`src/rtl/spi_xfer_seq.sv`:
```
// spi_xfer_seq
// Sequencer between the I2C-side mailbox (register file port 2) and the SPI
// master register interface. It polls mailbox CTRL. When GO is seen, it
// fetches the SPI address and TX byte and programs the SPI master. It then
// polls the SPI BUSY bit, copies the RX byte back to the mailbox, and writes
// mailbox CTRL (0x00 on success, 0x80 on timeout).
//
// Ports:
//   i_ck, i_rstn        clock, asynchronous active-low reset
//   o_sram_*            mailbox access: csn low for one cycle, read data
//   i_sram_rdata        returned the following cycle
//   o_spi_adr/din       SPI master register address / write data
//   o_spi_wr/rd         one-cycle register strobes
//   i_spi_dout          SPI read data, valid the cycle after o_spi_rd
//   o_busy              high from GO detect until CTRL writeback completes
//   o_timeout           sticky abort flag, cleared by reset or next GO
module spi_xfer_seq #(
   parameter int DW       = 8,
   parameter int AW       = 4,
   parameter int POLL_DIV = 16,
   parameter int TIMEOUT  = 1024
) (
   input  logic          i_ck,
   input  logic          i_rstn,
   output logic [AW-1:0] o_sram_addr,
   output logic          o_sram_rw,
   output logic          o_sram_csn,
   output logic [DW-1:0] o_sram_wdata,
   input  logic [DW-1:0] i_sram_rdata,
   output logic [AW-1:0] o_spi_adr,
   output logic [DW-1:0] o_spi_din,
   output logic          o_spi_wr,
   output logic          o_spi_rd,
   input  logic [DW-1:0] i_spi_dout,
   output logic          o_busy,
   output logic          o_timeout
);

   localparam int PW = $clog2(POLL_DIV + 1);
   localparam int TW = $clog2(TIMEOUT + 1);

   // mailbox map
   localparam logic [AW-1:0] MB_ADDR = AW'(0);
   localparam logic [AW-1:0] MB_TXD  = AW'(1);
   localparam logic [AW-1:0] MB_CTRL = AW'(2);
   localparam logic [AW-1:0] MB_RXD  = AW'(3);
   // SPI master map
   localparam logic [AW-1:0] SPI_CTRL = AW'(0);
   localparam logic [AW-1:0] SPI_TX   = AW'(1);
   localparam logic [AW-1:0] SPI_ADDR = AW'(2);
   localparam logic [AW-1:0] SPI_RX   = AW'(3);

   localparam logic [DW-1:0] ERR_BYTE = DW'(1) << 7;

   typedef enum logic [3:0] {
      IDLE, RD_CTRL, RD_ADDR, RD_TXD, WR_SADDR, WR_STX, WR_SCTRL,
      POLL_SPI, RD_SRX, WR_RXD, WR_CTRL
   } state_t;

   state_t        state;
   logic          ph;        // 0: access cycle A, 1: cycle B (data returned)
   logic [PW-1:0] poll_cnt;
   logic [TW-1:0] to_cnt;
   logic [TW-1:0] to_cnt_nxt;
   logic [DW-1:0] ctrl_q;
   logic [DW-1:0] saddr_q;
   logic [DW-1:0] stx_q;

   assign to_cnt_nxt = to_cnt + TW'(1);

   // Each access is launched on the edge that leaves the previous state.
   // A state's cycle A therefore already shows the strobe. Cycle B returns
   // the data and launches the next access. This keeps mailbox accesses at
   // 2 cycles, with csn high in every cycle B.
   always_ff @(posedge i_ck or negedge i_rstn) begin
      if (!i_rstn) begin
         state        <= IDLE;
         ph           <= 1'b0;
         poll_cnt     <= '0;
         to_cnt       <= '0;
         ctrl_q       <= '0;
         saddr_q      <= '0;
         stx_q        <= '0;
         o_sram_addr  <= '0;
         o_sram_rw    <= 1'b1;
         o_sram_csn   <= 1'b1;
         o_sram_wdata <= '0;
         o_spi_adr    <= '0;
         o_spi_din    <= '0;
         o_spi_wr     <= 1'b0;
         o_spi_rd     <= 1'b0;
         o_busy       <= 1'b0;
         o_timeout    <= 1'b0;
      end else begin
         // strobes are single-cycle unless relaunched below
         o_sram_csn <= 1'b1;
         o_sram_rw  <= 1'b1;
         o_spi_wr   <= 1'b0;
         o_spi_rd   <= 1'b0;

         case (state)
            IDLE: begin
               if (poll_cnt == PW'(POLL_DIV - 1)) begin
                  poll_cnt    <= '0;
                  o_sram_csn  <= 1'b0;
                  o_sram_addr <= MB_CTRL;
                  state       <= RD_CTRL;
               end else begin
                  poll_cnt <= poll_cnt + PW'(1);
               end
            end

            RD_CTRL: begin
               ph <= ~ph;
               if (ph) begin
                  if (i_sram_rdata[0]) begin
                     ctrl_q      <= i_sram_rdata;
                     o_busy      <= 1'b1;
                     o_timeout   <= 1'b0;
                     o_sram_csn  <= 1'b0;
                     o_sram_addr <= MB_ADDR;
                     state       <= RD_ADDR;
                  end else begin
                     state <= IDLE;
                  end
               end
            end

            RD_ADDR: begin
               ph <= ~ph;
               if (ph) begin
                  saddr_q     <= i_sram_rdata;
                  o_sram_csn  <= 1'b0;
                  o_sram_addr <= MB_TXD;
                  state       <= RD_TXD;
               end
            end

            RD_TXD: begin
               ph <= ~ph;
               if (ph) begin
                  stx_q     <= i_sram_rdata;
                  o_spi_wr  <= 1'b1;
                  o_spi_adr <= SPI_ADDR;
                  o_spi_din <= saddr_q;
                  state     <= WR_SADDR;
               end
            end

            WR_SADDR: begin
               o_spi_wr  <= 1'b1;
               o_spi_adr <= SPI_TX;
               o_spi_din <= stx_q;
               state     <= WR_STX;
            end

            WR_STX: begin
               // the latched ctrl byte carries bit0=1, which starts the SPI
               o_spi_wr  <= 1'b1;
               o_spi_adr <= SPI_CTRL;
               o_spi_din <= ctrl_q;
               state     <= WR_SCTRL;
            end

            WR_SCTRL: begin
               o_spi_rd  <= 1'b1;
               o_spi_adr <= SPI_CTRL;
               to_cnt    <= '0;
               state     <= POLL_SPI;
            end

            POLL_SPI: begin
               ph <= ~ph;
               if (ph) begin
                  if (!i_spi_dout[0]) begin
                     to_cnt    <= '0;
                     o_spi_rd  <= 1'b1;
                     o_spi_adr <= SPI_RX;
                     state     <= RD_SRX;
                  end else if (to_cnt_nxt == TW'(TIMEOUT)) begin
                     to_cnt       <= '0;
                     o_timeout    <= 1'b1;
                     o_sram_csn   <= 1'b0;
                     o_sram_rw    <= 1'b0;
                     o_sram_addr  <= MB_CTRL;
                     o_sram_wdata <= ERR_BYTE;
                     state        <= WR_CTRL;
                  end else begin
                     to_cnt   <= to_cnt_nxt;
                     o_spi_rd <= 1'b1;
                  end
               end
            end

            RD_SRX: begin
               ph <= ~ph;
               if (ph) begin
                  o_sram_csn   <= 1'b0;
                  o_sram_rw    <= 1'b0;
                  o_sram_addr  <= MB_RXD;
                  o_sram_wdata <= i_spi_dout;
                  state        <= WR_RXD;
               end
            end

            WR_RXD: begin
               ph <= ~ph;
               if (ph) begin
                  o_sram_csn   <= 1'b0;
                  o_sram_rw    <= 1'b0;
                  o_sram_addr  <= MB_CTRL;
                  o_sram_wdata <= '0;
                  state        <= WR_CTRL;
               end
            end

            WR_CTRL: begin
               ph <= ~ph;
               if (ph) begin
                  o_busy <= 1'b0;
                  state  <= IDLE;
               end
            end

            default: begin
               ph    <= 1'b0;
               state <= IDLE;
            end
         endcase
      end
   end

endmodule
```
`config.mk`:
```
export PLATFORM = sky130hd
export DESIGN_NAME = spi_xfer_seq
export DESIGN_NICKNAME = d
export VERILOG_FILES = /design/src/rtl/spi_xfer_seq.sv
export SDC_FILE = /design/constraint.sdc
export NUM_CORES = 1
export LEC_CHECK = 0
export ABC_CLOCK_PERIOD_IN_PS = 2100
export BUFFER_PORTS_ARGS = -buffer_cell sky130_fd_sc_hd__buf_4
export CORE_UTILIZATION = 51
export CTS_CLUSTER_SIZE = 24
export DETAILED_ROUTE_END_ITERATION = 10
export GPL_TIMING_DRIVEN = 0
export PLACE_DENSITY = 0.81
export SLEW_MARGIN = 20
export SYNTH_ARGS = -nofsm -noshare
export SYNTH_HDL_FRONTEND = slang
export SYNTH_SLANG_ARGS = --single-unit
```
`constraint.sdc`:
```
create_clock -name i_ck -period 2.1 [get_ports i_ck]
set_input_delay 0.105 -clock i_ck [delete_from_list [all_inputs] [get_ports i_ck]]
set_output_delay 0.105 -clock i_ck [all_outputs]
set_load 0.02 [all_outputs]
```
* Yosys cells after proc, flatten, opt, wreduce, memory -nomap -nowiden *
Index checks and enable logic that the tools add are counted.

word-level totals
  flip-flop bits (word level) = 75
  input port bits = 18
  output and inout port bits = 30
  word-level logic and storage cells = 131

operators by class
  add/sub/neg operators = 2
  equality and inequality tests = 25
  mux-type cells = 61
  bitwise gates (word level) = 1
  reduce and logical (&&, ||, !) cells = 25

operator list
  operator               count
  $mux 4                 20
  $mux 8                 6
  $pmux 8 s3             2
  $pmux 4 s11            1
  $mux 11                3
  $ne 2x2->1 const B     12
  $pmux 4 s6             1
  $pmux 11 s2            1
  $mux 1                 17
  $eq 4x3->1 const B     4
  $pmux 4 s4             1
  $eq 4x4->1 const B     3
  $pmux 1 s2             6
  $reduce_and 6->1       2
  $add 11x1->11 const B  1
  $eq 11x11->1 const B   1
  $reduce_and 10->1      1
  $reduce_and 9->1       1
  $eq 4x2->1 const B     2
  $reduce_and 2->1       4
  $reduce_and 4->1       2
  $reduce_or 7->1        1
  $reduce_bool 2->1      3
  $reduce_bool 3->1      2
  other kinds (15)       17

* Depth between registers and ports, before layout *
  depth in word-level cells = 6
  gate-level depth with buffers = 8
  depth with buffers taken out = 7

* Worst setup path before layout *
OpenSTA, ideal clock, no wires.

  kind = register to register
  start point = register state[1]
  end point = register state[0]
  setup time = 0.125 ns
  data arrival time = 2.085 ns
  required time = 1.975 ns
  setup slack = -0.110 ns
  cell stages (with the launch flop) = 8
  path buffers = 2
  period minus slack after synthesis = 2.210 ns
  cells stage by stage = dfrtp_1 -> buf_2 -> or4_1 -> clkbuf_1 -> or2_2 -> o21ai_0 -> or2_4 -> mux2_4

between the ends
  cells in the longest elaborated chain, start to end = 3
  elaborated cells on any way between the ends = 22
  those cells by class = 19 x eq/ne; 1 x mux; 2 x reduce/logical

ends and longest elaborated chain
  what                                                              RTL line  source
  from (decl)                                                       60        state_t state;
  from (signal assigned)                                            77        state <= IDLE;
  from (signal assigned)                                            107       state <= RD_CTRL;
  from (signal assigned)                                            122       state <= RD_ADDR;
  $eq 4x3->1 (tied with other cells)                                101       case (state)
  $ne 3x3->1 (no source line) / $ne 2x2->1 (equally long branches)  --
  $reduce_and 9->1 (no source line)                                 --

Several ways; a longest one is shown, not always the timed one.
A chain may end at the register's enable or synchronous reset.

* Worst setup path in the final report *
  start point = register to_cnt[7]
  end point = register state[0]

between the ends
  cells in the longest elaborated chain, start to end = 4

ends and longest elaborated chain
  what                               RTL line  source
  from (decl)                        63        logic [TW-1:0] to_cnt;
  from (signal assigned)             189       to_cnt <= to_cnt_nxt;
  $add 11x1->11                      69        assign to_cnt_nxt = to_cnt + TW'(1);
  $eq 11x11->1                       180       end else if (to_cnt_nxt == TW'(TIMEOUT)) begin
  $ne 3x3->1 (no source line)        --
  $reduce_and 9->1 (no source line)  --
  to (signal assigned)               77
  to (signal assigned)               179       state <= RD_SRX;
  to (signal assigned)               187       state <= WR_CTRL;

Every way passes these cells.

==> flow_summary.json <==
{
  "status": "complete, but fails checks",
  "violations": "DRC, setup timing",
  "clock.fmax_ghz": 0.4641,
  "cts_buffers": 9,
  "yosysSeqAreaShare": 0.5201,
  "synth.most_common_cell": "dfrtp_1",
  "finalClockSkew_ns": 0.005773,
  "hold_start": "i_sram_rdata[3]",
  "overflow": 0,
  "r2r_start": "to_cnt[7]$_DFFE_PN0P_",
  "ir_drop_mv": 0.7879,
  "yosys_warnings": 0,
  "dr.first_iter.drc_count": 260,
  "syn_area_sq_mm": 0.003421,
  "cts.sinks": 71,
  "tritoncts": "yes",
  "vias": 2832,
  "dpl_cell_area_sq_mm": 0.003869,
  "ant_nets": 0,
  "grt.total_usage": 0.2344,
  "yosysTopAreaCellShare": 0.5048,
  "slew_violations": 0,
  "wl_per_cell_um": 16.47,
  "core_sq_mm": 0.006422,
  "dieArea_sq_mm": 0.007039,
  "final_nets": 424,
  "worstMarginPinSlew_ns": 0.8836,
  "ys_top_cells_by_count": "dfrtp_1 (69), mux2_2 (32), nand2_1 (24), nor2_1 (24), o21ai_0 (23)",
  "clock_path_buffers": 2,
  "crit_fanout": 5,
  "yosys.cell_types.count": 51,
  "fin_util": 0.6865,
  "synthArstFlopShare": 1.000,
  "cts_root_buf": "clkbuf_8",
  "fillerInstances": 475,
  "htree_levels": 3,
  "drt-vias-per-instance": 5.827,
  "gp_congestion": 0.8893,
  "numPortBuffers": 43,
  "fin_area_sq_mm": 0.004409,
  "grt_setup_unrepaired": "true",
  "antenna_found_initial": 0,
  "critPathCaptureType": "flop",
  "synthCells": 318,
  "drive_above_1_share": 0.3716,
  "leakagePower_nw": 2.010,
  "crit_path_start_kind": "flop",
  "r2r_cells": 6,
  "netlist_top_cells_area": "dfrtp_1 (50%), mux2_2 (11%), mux2i_1 (3.5%)",
  "grt_pass1_wl_mm": 12.81,
  "rows": 29,
  "syn_to_final_growth_pct": 28.90,
  "io_pins": 48,
  "synth_edf_count": 0,
  "crit_start": "to_cnt[7]$_DFFE_PN0P_",
  "maxCapViolations": 0,
  "clock_latency_ns": 0.35,
  "setup_ws_ns": -0.05455,
  "min_period_over_period": 1.026,
  "clk_pin_slew_worst_paths_ns": 0.07,
  "dp_hpwl_mm": 5.080,
  "criticalPathCategory": "reg -> reg",
  "dieHeight_um": 83.90,
  "grt_pass1_vias": 2792,
  "finalSetupViolations": 10,
  "r2r_setup_slack_ns": -0.05,
  "hp-class": "in -> reg",
  "firstDrtPassIters": 8,
  "yosysTopAreaCell": "dfrtp_1",
  "hold_depth": 2,
  "hold_viol_final": 0,
  "diodes": 0,
  "r2r_end": "state[0]$_DFFE_PN0P_",
  "required_ns": 2.34,
  "timing.hold.ws_ns": 0.01545,
  "syn_avg_cell_area_sq_um": 10.76,
  "min_to": "stx_q[3]$_DFFE_PN0P_",
  "start_util": 0.5326,
  "die_w_um": 83.90,
  "worstPathArrival_ns": 2.39,
  "synth_ff_type": "dfrtp_1",
  "route.detailed.drc": 4,
  "max_slew_margin": 0.4109,
  "powerDensity_mw_per_mm2": 1354,
  "min_period_ns": 2.155,
  "ys_ff_latch": 71,
  "wirelength_mm": 8.005,
  "grt_max_degree": 72
}
metal layers:
| layer | global-route usage | up-vias | share of wire |
|---|---|---|---|
| li1 | - | 1312 | - |
| met1 | 0.2945 | 1389 | 0.43 |
| met2 | 0.3793 | 108 | 0.49 |
| met3 | 0.05440 | 23 | 0.050 |
| met4 | 0.1191 | 0 | 0.028 |
| met5 | 0 | - | 0 |
sequential cells by signal, indices dropped and copies added (netlist names):
register and flops:
saddr_q 8, o_timeout 1, o_sram_addr 2, poll_cnt 5
o_spi_din 8, o_sram_csn 1, o_busy 1, o_spi_rd 1
stx_q 8, o_sram_rw 1, to_cnt 11, state 4
o_spi_wr 1, o_sram_wdata 8, o_spi_adr 2, ctrl_q 8
ph 1
cells in the final DEF (no fill, tap or decap), types with 3 or more instances in the layout:
cell type	count
mux2i_1	12
nor3_1	5
nand3_1	9
xnor2_1	3
inv_1	9
clkbuf_8	12
nand4_1	3
nor2_1	23
dlygate4sd3_1	12
conb_1	4
clkbuf_1	5
and3_1	3
a22o_1	8
o21ai_0	21
a21oi_1	19
o31ai_1	5
a31oi_1	3
nand2_1	23
clkinv_2	3
mux2_2	31
dfrtp_2	6
buf_4	65
nand2b_1	5
and2_1	3
dfrtp_1	63
how the worst max path moves through the flow:
stage,endpoint,slack (ns),depth (start not counted)
finish,state[0]$_DFFE_PN0P_,-0.05,6
global placement,to_cnt[6]$_DFFE_PN0P_,-0.30,7
floorplan,state[0]$_DFFE_PN0P_,0.03,6
global route,o_sram_wdata[0]$_DFFE_PN0P_,-0.09,6
CTS,state[0]$_DFFE_PN0P_,-0.06,6
detailed placement,to_cnt[6]$_DFFE_PN0P_,-0.48,7
repair_timing:
action,4_1_cts,5_1_grt
pin swaps,3,13
cloned,0,1
resized for setup,19,16
hold buffers,12,0
setup endpoints to repair,38,26
setup buffers,14,4
endpoints found under the hold margin,83,0
per-stage QoR:
stage	total power [mW]	setup slack (ns)	TNS [ns]	std cells
after detailed placement	4.675	-0.4825	-5.046	441
after global routing	6.361	-0.09326	-0.7622	486
after global placement	4.550	-0.2993	-3.181	441
final	5.970	-0.05455	-0.3580	486
after floorplan	3.922	0.02527	0	321
after CTS	5.895	-0.05500	-0.1492	481
critical path: stages, from the launching register on:
cell and delay (ns):
dfrtp_1 0.42, nand3_2 0.11, or3_4 0.41, a221oi_4 0.43
a21oi_4 0.12, or2_4 0.26, mux2_4 0.29
report_power, final:
part	internal (mW)	total (mW)	switching (mW)
clock	0.491	1.01	0.516
combinational	1.28	2.73	1.44
sequential	1.89	2.24	0.345
cell families after synthesis:
| logic type | synth area share |
|---|---|
| flops | 0.5201 |
| mux | 0.1448 |
| other cells | 0.001096 |
| xor+xnor | 0.007682 |
| simple gates | 0.1339 |
| compound gates | 0.1470 |
| buf+inv | 0.03511 |
| fa+ha+maj | 0.01024 |
layout make-up:
cell class | instances | area, sq um | area share
plain buffers | 16 | 103.9 | 0.02355
clock buffers | 11 | 151.4 | 0.03434
clock inverters | 5 | 32.53 | 0.007378
inverters | 9 | 33.78 | 0.007662
multi-input cells | 224 | 1627 | 0.3689
flip-flops and latches | 71 | 1787 | 0.4052
well taps | 77 | 96.34 | 0.02185
repair buffers | 73 | 578.1 | 0.1311
No activity file was read; power rests on OpenSTA's default activity.
